--- src/rtl/mask_gen_param.sv ---
// rtl/mask_gen_param.sv - parametrised row-mask generator with slide, LFSR and tile modes
module mask_gen_param #(
    parameter int                ROW_W     = 640,
    parameter int                N_ROWS    = 480,
    parameter int                PAT_MAX   = 32,
    parameter int                RP_W      = 8,
    parameter int                LFSR_W    = 32,
    parameter logic [LFSR_W-1:0] LFSR_TAPS = 32'hA3000000
) (
    input  logic                       clk,
    input  logic                       rst_n,
    input  logic                       clk_en,
    input  logic                       load_pattern,
    input  logic                       pattern,
    input  logic [$clog2(PAT_MAX)-1:0] pat_len_m1,
    input  logic [RP_W-1:0]            rep_pattern,
    input  logic [1:0]                 mask_type,
    input  logic                       gen_en,
    input  logic                       mask_ready,
    output logic                       mask_valid,
    output logic [0:ROW_W-1]           mask,
    output logic [$clog2(N_ROWS)-1:0]  row_idx,
    output logic                       frame_last,
    output logic                       busy
);

    localparam int PLW = $clog2(PAT_MAX);
    localparam int CW  = $clog2(PAT_MAX + 1);
    localparam int RIW = $clog2(N_ROWS);
    localparam logic [RIW-1:0] LAST_ROW = RIW'(N_ROWS - 1);

    typedef enum logic [1:0] {S_IDLE, S_LOAD, S_PREP, S_RUN} state_t;

    state_t             state_q;
    logic [0:PAT_MAX-1] pat_q;
    logic [CW-1:0]      ld_cnt_q;
    logic [LFSR_W-1:0]  lfsr_q;
    logic [0:ROW_W-1]   mask_q;
    logic [RIW-1:0]     row_idx_q;
    logic               valid_q;
    logic [1:0]         mode_q;
    logic [PLW:0]       len_q;

    logic [PLW:0]       len_in_d;
    logic [LFSR_W-1:0]  seed_d;
    logic [LFSR_W-1:0]  lfsr_nxt_d;
    logic [0:ROW_W-1]   row0_in_d;
    logic [0:ROW_W-1]   row0_run_d;
    logic               hs_d;
    logic               last_d;

    function automatic logic [0:ROW_W-1] build_row0(input logic [0:PAT_MAX-1] p,
                                                    input logic [PLW:0] len);
        logic [0:ROW_W-1] m;
        m = '0;
        for (int i = 0; i < PAT_MAX; i++)
            if (i < int'(len)) m[i] = p[i];
        return m;
    endfunction

    // Pattern bit j lands at the LFSR MSB side so the seed reads left-to-right like the mask.
    function automatic logic [LFSR_W-1:0] build_seed(input logic [0:PAT_MAX-1] p,
                                                     input logic [PLW:0] len);
        logic [LFSR_W-1:0] s;
        s = '0;
        for (int j = 0; j < LFSR_W; j++)
            if (j < int'(len)) s[LFSR_W-1-j] = p[j];
        if (s == '0) s = LFSR_W'(1);
        return s;
    endfunction

    function automatic logic [LFSR_W-1:0] lfsr_step(input logic [LFSR_W-1:0] l);
        logic [LFSR_W-1:0] n;
        n = l >> 1;
        if (l[0]) n = n ^ LFSR_TAPS;
        return n;
    endfunction

    function automatic logic [0:ROW_W-1] tile_lfsr(input logic [LFSR_W-1:0] l);
        logic [0:ROW_W-1] m;
        for (int i = 0; i < ROW_W; i++) m[i] = l[LFSR_W-1-(i % LFSR_W)];
        return m;
    endfunction

    function automatic logic [0:ROW_W-1] tile_rep(input logic [RP_W-1:0] r);
        logic [0:ROW_W-1] m;
        for (int i = 0; i < ROW_W; i++) m[i] = r[RP_W-1-(i % RP_W)];
        return m;
    endfunction

    assign len_in_d   = {1'b0, pat_len_m1} + (PLW+1)'(1);
    assign seed_d     = build_seed(pat_q, len_in_d);
    assign lfsr_nxt_d = lfsr_step(lfsr_q);
    assign row0_in_d  = build_row0(pat_q, len_in_d);
    assign row0_run_d = build_row0(pat_q, len_q);
    assign hs_d       = valid_q & mask_ready;
    assign last_d     = (row_idx_q == LAST_ROW);

    always_ff @(posedge clk or negedge rst_n) begin
        if (!rst_n) begin
            state_q   <= S_IDLE;
            pat_q     <= '0;
            ld_cnt_q  <= '0;
            lfsr_q    <= '0;
            mask_q    <= '0;
            row_idx_q <= '0;
            valid_q   <= 1'b0;
            mode_q    <= 2'b00;
            len_q     <= '0;
        end else if (clk_en) begin
            case (state_q)
                S_IDLE: begin
                    if (load_pattern) begin
                        pat_q    <= {pattern, {(PAT_MAX-1){1'b0}}};
                        ld_cnt_q <= CW'(1);
                        state_q  <= S_LOAD;
                    end else if (gen_en) begin
                        state_q <= S_PREP;
                    end
                end
                S_LOAD: begin
                    if (load_pattern) begin
                        if (ld_cnt_q < CW'(PAT_MAX)) begin
                            pat_q[ld_cnt_q[PLW-1:0]] <= pattern;
                            ld_cnt_q                 <= ld_cnt_q + CW'(1);
                        end
                    end else begin
                        state_q <= S_IDLE;
                    end
                end
                S_PREP: begin
                    mode_q    <= mask_type;
                    len_q     <= len_in_d;
                    lfsr_q    <= seed_d;
                    row_idx_q <= '0;
                    valid_q   <= 1'b1;
                    state_q   <= S_RUN;
                    case (mask_type)
                        2'b10:   mask_q <= tile_lfsr(seed_d);
                        2'b11:   mask_q <= tile_rep(rep_pattern);
                        default: mask_q <= row0_in_d;
                    endcase
                end
                S_RUN: begin
                    if (hs_d) begin
                        if (last_d && !gen_en) begin
                            valid_q <= 1'b0;
                            state_q <= S_IDLE;
                        end else begin
                            row_idx_q <= last_d ? '0 : row_idx_q + RIW'(1);
                            // Tile rows are all identical, so mode 11 simply holds the mask.
                            case (mode_q)
                                2'b00: mask_q <= last_d ? row0_run_d
                                                        : {mask_q[ROW_W-1], mask_q[0:ROW_W-2]};
                                2'b01: mask_q <= last_d ? row0_run_d
                                                        : {mask_q[1:ROW_W-1], mask_q[0]};
                                2'b10: begin
                                    lfsr_q <= lfsr_nxt_d;
                                    mask_q <= tile_lfsr(lfsr_nxt_d);
                                end
                                default: mask_q <= mask_q;
                            endcase
                        end
                    end
                end
                default: state_q <= S_IDLE;
            endcase
        end
    end

    assign mask_valid = valid_q;
    assign mask       = mask_q;
    assign row_idx    = row_idx_q;
    assign frame_last = valid_q & last_d;
    assign busy       = (state_q != S_IDLE);

endmodule
--- config.mk ---
export PLATFORM = sky130hd
export DESIGN_NAME = mask_gen_param
export DESIGN_NICKNAME = d
export VERILOG_FILES = /design/src/rtl/mask_gen_param.sv
export SDC_FILE = /design/constraint.sdc
export NUM_CORES = 2
export LEC_CHECK = 0
export BUFFER_PORTS_ARGS = -buffer_cell sky130_fd_sc_hd__buf_2
export CORE_AREA = 2 2 316 318
export CTS_CLUSTER_SIZE = 30
export DETAILED_ROUTE_END_ITERATION = 8
export DIE_AREA = 0 0 318 320
export PLACE_DENSITY = 0.68
export SLEW_MARGIN = 30
export SYNTH_ARGS = -nofsm -noshare
export SYNTH_HDL_FRONTEND = slang
export SYNTH_SLANG_ARGS = --single-unit
--- constraint.sdc ---
create_clock -name clk -period 6.4 [get_ports clk]
set_input_delay 0.32 -clock clk [delete_from_list [all_inputs] [get_ports clk]]
set_output_delay 0.32 -clock clk [all_outputs]
set_load 0.01 [all_outputs]
======== Yosys cells after proc, flatten, opt, wreduce, memory -nomap -nowiden ========
Index checks and enable logic that the tools add are counted.
W data, S select, Z words.
storage, ports and cells
  output and inout bits ................... 652
  register bits after elaboration ......... 730
  bits of input ports ..................... 22
cells by class
  reductions and logical operators ........ 16
  add/sub/neg operators ................... 3
  mux-type cells .......................... 101
  eq/ne operators ......................... 18
  bitwise operators ....................... 4
  $lt $le $gt $ge ......................... 67
operators with widths
  cell                   number
  $mux W640              4
  $pmux W640 S2          2
  $pmux W640 S3          1
  $mux W32               8
  $lt A5 B6 Y1 const A   32
  $pmux W32 S2           2
  $lt A4 B6 Y1 const A   16
  $mux W1                67
  $lt A3 B6 Y1 const A   8
  $bwmux W32             1
  $logic_not A32 Y1      1
  $mux W9                3
  $lt A1 B6 Y1 const A   4
  $lt A2 B6 Y1 const A   4
  $reduce_and A5 Y1      4
  $mux W6                3
  $pmux W9 S2            1
  $ne A2 B2 Y1 const B   8
  $pmux W6 S2            1
  $eq A2 B2 Y1 const B   5
  $mux W2                5
  $add A9 B1 Y9 const B  1
  $eq A9 B9 Y1 const B   1
  $pmux W2 S4            1
  19 further kinds       26

======== Longest topological paths before layout ========
  depth after elaboration ................. 9
  gate-level depth with buffers ........... 13

======== Worst setup path after synthesis ========
OpenSTA, ideal clock, no wires.
  path type ............................... flip-flop to flip-flop
  from .................................... register row_idx_q[0] (netlist: row_idx[0])
  to ...................................... register mask_q (netlist bit mask[27])
  path buffers ............................ 2
  setup slack ............................. 3844 ps
  cell stages (with the launch flop) ...... 13
  library setup time ...................... 124 ps
  arrival time ............................ 2432 ps
  period minus slack after synthesis ...... 2556 ps
  cells stage by stage .................... dfrtp_1 ha_1 and3_1 and4_1 nand3b_1 o211ai_1 a21o_1 nor2_2 buf_2 o21ai_1 clkbuf_1 a211oi_1 nor2_1
on the way
  word-level cells in the longest chain between the ends .. 6
  elaborated cells on any way between the ends .. 10
  those cells by class .................... eq/ne: 2; mux: 6; reduce/logical: 2
ends and longest elaborated chain
  what                          line      RTL
  start, declared               39        logic [RIW-1:0] row_idx_q;
  start signal, assigned        150       row_idx_q <= last_d ? '0 : row_idx_q + RIW'(1);
  $eq A9 B9 Y1 *                97        assign last_d = (row_idx_q == LAST_ROW);
  $mux W640 (on tied branches)  155, 153
  $pmux W640 S3                 152       case (mode_q)
  $mux W640                     146       if (last_d && !gen_en) begin
  $mux W640                     145       if (hs_d) begin
  $pmux W640 S2                 111       case (state_q)
  end signal, assigned          153       2'b00: mask_q <= last_d ? row0_run_d
  end signal, assigned          155       2'b01: mask_q <= last_d ? row0_run_d
  end signal, assigned          159       mask_q <= tile_lfsr(lfsr_nxt_d);
  end, declared                 38        logic [0:ROW_W-1] mask_q;
Every way passes the cells marked *; elsewhere a longest branch is shown, timed or not. The select of a mux whose other input is x is not followed.
A chain may end at the register's enable or synchronous reset.

======== Worst setup path in the final report ========
  from .................................... register row_idx_q[0] (netlist: row_idx[0])
  to ...................................... register mask_q (netlist bit mask[315])
The elaborated chain is that of the path after synthesis.

==> impl_results.md <==
* R2R Path Start: row_idx[0]
* CP Class: flip-flop to flip-flop
* Critical path data required time at approximately 7.0 ns
* Pwr Density at about 720 nW/um^2
* Period utilization at 0.6657
* Port-buffer cells at 673
* Number of global-route vias before repair at approximately 40,000
* VDD IR max at roughly 0.44 mV
* Status: finished clean
* DR vias/cell at 6.741
* Most used DFF post-synth: dfrtp_1
* Topmost layer with routed signal wires: met5
* Metal3 WL at between 20 and 25 mm
* Synthesized area at between 30,000 and 40,000 um^2
* TritonRoute pass-1 iters at 6
* Synth Register Bits at 730
* Synth Instances at ~4,600
* Max-cap violations at 0
* Hold Crit Start: mask_type[1]
* Syn Nets at ~4,700
* Wire per inst at between 20 and 30 um
* Warnings from Yosys at 0
* Die Span Y at between 300 and 400 um
* CTS root buf: clkbuf_16
* Antenna-violating nets left at 0
* Hpwl dp at roughly 130 mm
* Worst hold path type: input pin to flip-flop
* Core Rows at roughly 120
* CTS buffer count at 86
* WP data arrival at slightly below 5 ns
* Worst Setup End Kind: flip-flop
* DR DRC count at 0
* Final Critical Period at roughly 4.3 ns
* Finish-stage setup viols at 0
* Slowest CP cell: buf_4
* Seq pwr share at 0.306
* Resized cells post-CTS at 0
* Unique cell type count in the Yosys netlist at 70
* Final WL at about 180 mm
* Worst-Skew Late Latency at approximately 0.7 ns
* Mapped Avg Cell Area at just under 9 um^2
* Longest Clk Path Bufs at 3
* Sink Count at 730
* GPL Wtd Cong at 0.9494
* Final layout net count at 4,986
* Layout cell share with drive strength beyond 1 at 0.2043
* Worst slew pin tran at between 1 and 1.5 ns
* Met2 Wirelength at 80.84 mm
* Starting Density at 0.4079
* Slew Viols, Final at 0
* Internal power at around 0.017 W
* First-pass GRT wire length at approximately 270 mm
* Max-slew headroom at 0.2062
* Switching share of power at 0.5090
* Post-synth EDFFs at 0
* Worst clock skew at around 0.03 ns
* Syn-to-layout area delta at 17.75%
* Max Clk Rate at roughly 0.23 GHz
* Grt ovf at 0
* Post-route setup slack at about 2.1 ns
* Seq/Total Area, Yosys at 0.4570
* I/O Pins at 674
* Part of the power in the clock network at 0.147
* Hold Violations, Final at 0
* Tot GR Track Use at 0.3472
* Largest net degree at the start of global routing at around 220
* Die width at ~320 um
* CTS HTree Levels at 3
* Crit path from: row_idx[0]
* Die Footprint at about 100,000 um^2
* CTS tree: yes
* Pre-CTS setup slack at between 2 and 2.5 ns
* Detailed router's first-iteration violation count at a little under 6,000
* DR vias at 42,540
* Comb pwr share at 0.547
* Worst-path cell chain: ha_1 -> and3_1 -> and4_1 -> nand3b_1 -> buf_12 -> buf_6 -> buf_4 -> a21oi_1 -> nor3_1 -> o22a_1
* Core area at 97,990 um^2
* Critical-path maximum fanout at 200
* Setup_tns at 0 ns
* Antenna violations before repair at 14
* Worst-path clk slew at roughly 0.06 ns
* Startpoint types: flip-flop
* Met1 WL at approximately 75 mm
* Power Total at between 0.03 and 0.04 W
* Leak at 19.46 nW
* Max incr delay on CP at roughly 0.8 ns
* Share of synthesized flip-flops with an asynchronous set or reset at 1.000
* RSZ-0062 raised after global routing: false
* Sw Pwr at roughly 0.017 W
[critical path, delay by kind of cell (launching register included)]
family	cells	cell delay, ns
buf+inv	3	2.03
simple gates	4	0.92
fa+ha+maj	1	0.24
flops	1	0.42
compound gates	2	0.32
[kinds of logic (layout without fill, tap and decap cells)]
| family | count (synthesis) | in the layout | share of synthesized area |
|---|---|---|---|
| xor+xnor | 10 | 10 | 0.002379 |
| fa+ha+maj | 10 | 10 | 0.003130 |
| compound gates | 2310 | 2310 | 0.3611 |
| flops | 730 | 730 | 0.4570 |
| mux | 6 | 6 | 0.001534 |
| simple gates | 985 | 985 | 0.1177 |
| buf+inv | 572 | 967 | 0.05719 |
| other cells | 0 | 5 | 0 |
[power by group through the flow]
stage	clock network [W]	registers [W]	logic, W
2_1_floorplan	0	0.00994	0.0105
3_3_place_gp	0	0.0103	0.0178
3_5_place_dp	0	0.0103	0.0181
4_1_cts	0.00503	0.0103	0.0182
5_1_grt	0.00521	0.0106	0.0199
6_report	0.00501	0.0104	0.0186
[layout make-up]
type,instances,area [um^2]
Multi-Input combinational cell,3321,19810
Sequential cell,730,18270
Antenna cell,5,12.51
Clock buffer,130,2580
Fill cell,9506,50920
Timing Repair Buffer,798,4504
Inverter,17,63.81
Clock inverter,22,224.0
Tap cell,1287,1610
[final timing paths]
kind	end	slack [ns]	cells past startpoint
hold reg to reg	lfsr_q[25]	0.53	1
setup / recovery	mask[315]	2.14	10
max in group asynchronous	mask[248]	4.41	4
hold / removal	mode_q[1]	0.09	3
setup reg to reg	mask[315]	2.14	10
min in group asynchronous	mask[229]	0.18	2
[per-stage QoR]
step | util | instance area (um^2) | std cells | hold slack, ns
floorplan | - | 39970 | 4623 | 0.02441
global placement | 0.4493 | 44020 | 6145 | 0.3542
detailed placement | 0.4502 | 44110 | 6145 | 0.3588
CTS | 0.4794 | 46980 | 6303 | 0.05299
global route | 0.4803 | 47060 | 6308 | 0.08871
finish | 0.4804 | 47070 | 6310 | 0.08882
[flip-flops by register name, indices dropped and copies added, names as in the netlist]
register    count
state_q         2
mask          640
row_idx         9
lfsr_q         32
mode_q          2
ld_cnt_q        6
len_q           6
mask_valid      1
pat_q          32
[layout by cell type (no fill, tap or decap), drive strengths merged, types with 6 or more instances in the layout]
cell type       n
xor2            7
a21o            7
nor3          621
nand2         169
inv            21
nand2b         12
nand4           8
dlygate4sd3     6
clkbuf        130
ha             10
o21a           37
buf           792
a21oi        1329
o22a          647
and2            8
nand3          33
o22ai          35
o211ai         20
clkinv         10
o31ai          21
nor2          103
a21boi          8
a31oi          11
o21ai         166
dfrtp         730
[cells in the mapped netlist (10+ instances only)]
cell	instances	area, um^2
ha_1	10	125.1
o21a_1	37	277.8
o211ai_1	19	142.6
nand3_1	33	165.2
a21oi_1	1329	6651
inv_1	17	63.81
clkbuf_1	420	1577
nor2_1	102	382.9
nand2b_1	12	75.07
o21ai_0	161	805.8
o22a_1	647	5667
o22ai_1	35	219.0
nand2_1	169	634.4
o31ai_1	20	150.1
a31oi_1	10	62.56
buf_1	52	195.2
buf_2	75	375.4
nor3_1	620	3103
dfrtp_1	730	18270
[repair_timing]
| item | CTS | global route |
|---|---|---|
| buffers inserted | 0 | 0 |
| hold buffers | 6 | 0 |
| hold endpoints to repair | 69 | 0 |
[routing by layer]
metal	GRT usage	vias up
li1	-	18080
met1	0.4743	21350
met2	0.5188	2638
met3	0.1012	454
met4	0.1327	16
met5	0	-
Power figures use the tool's default switching activity.
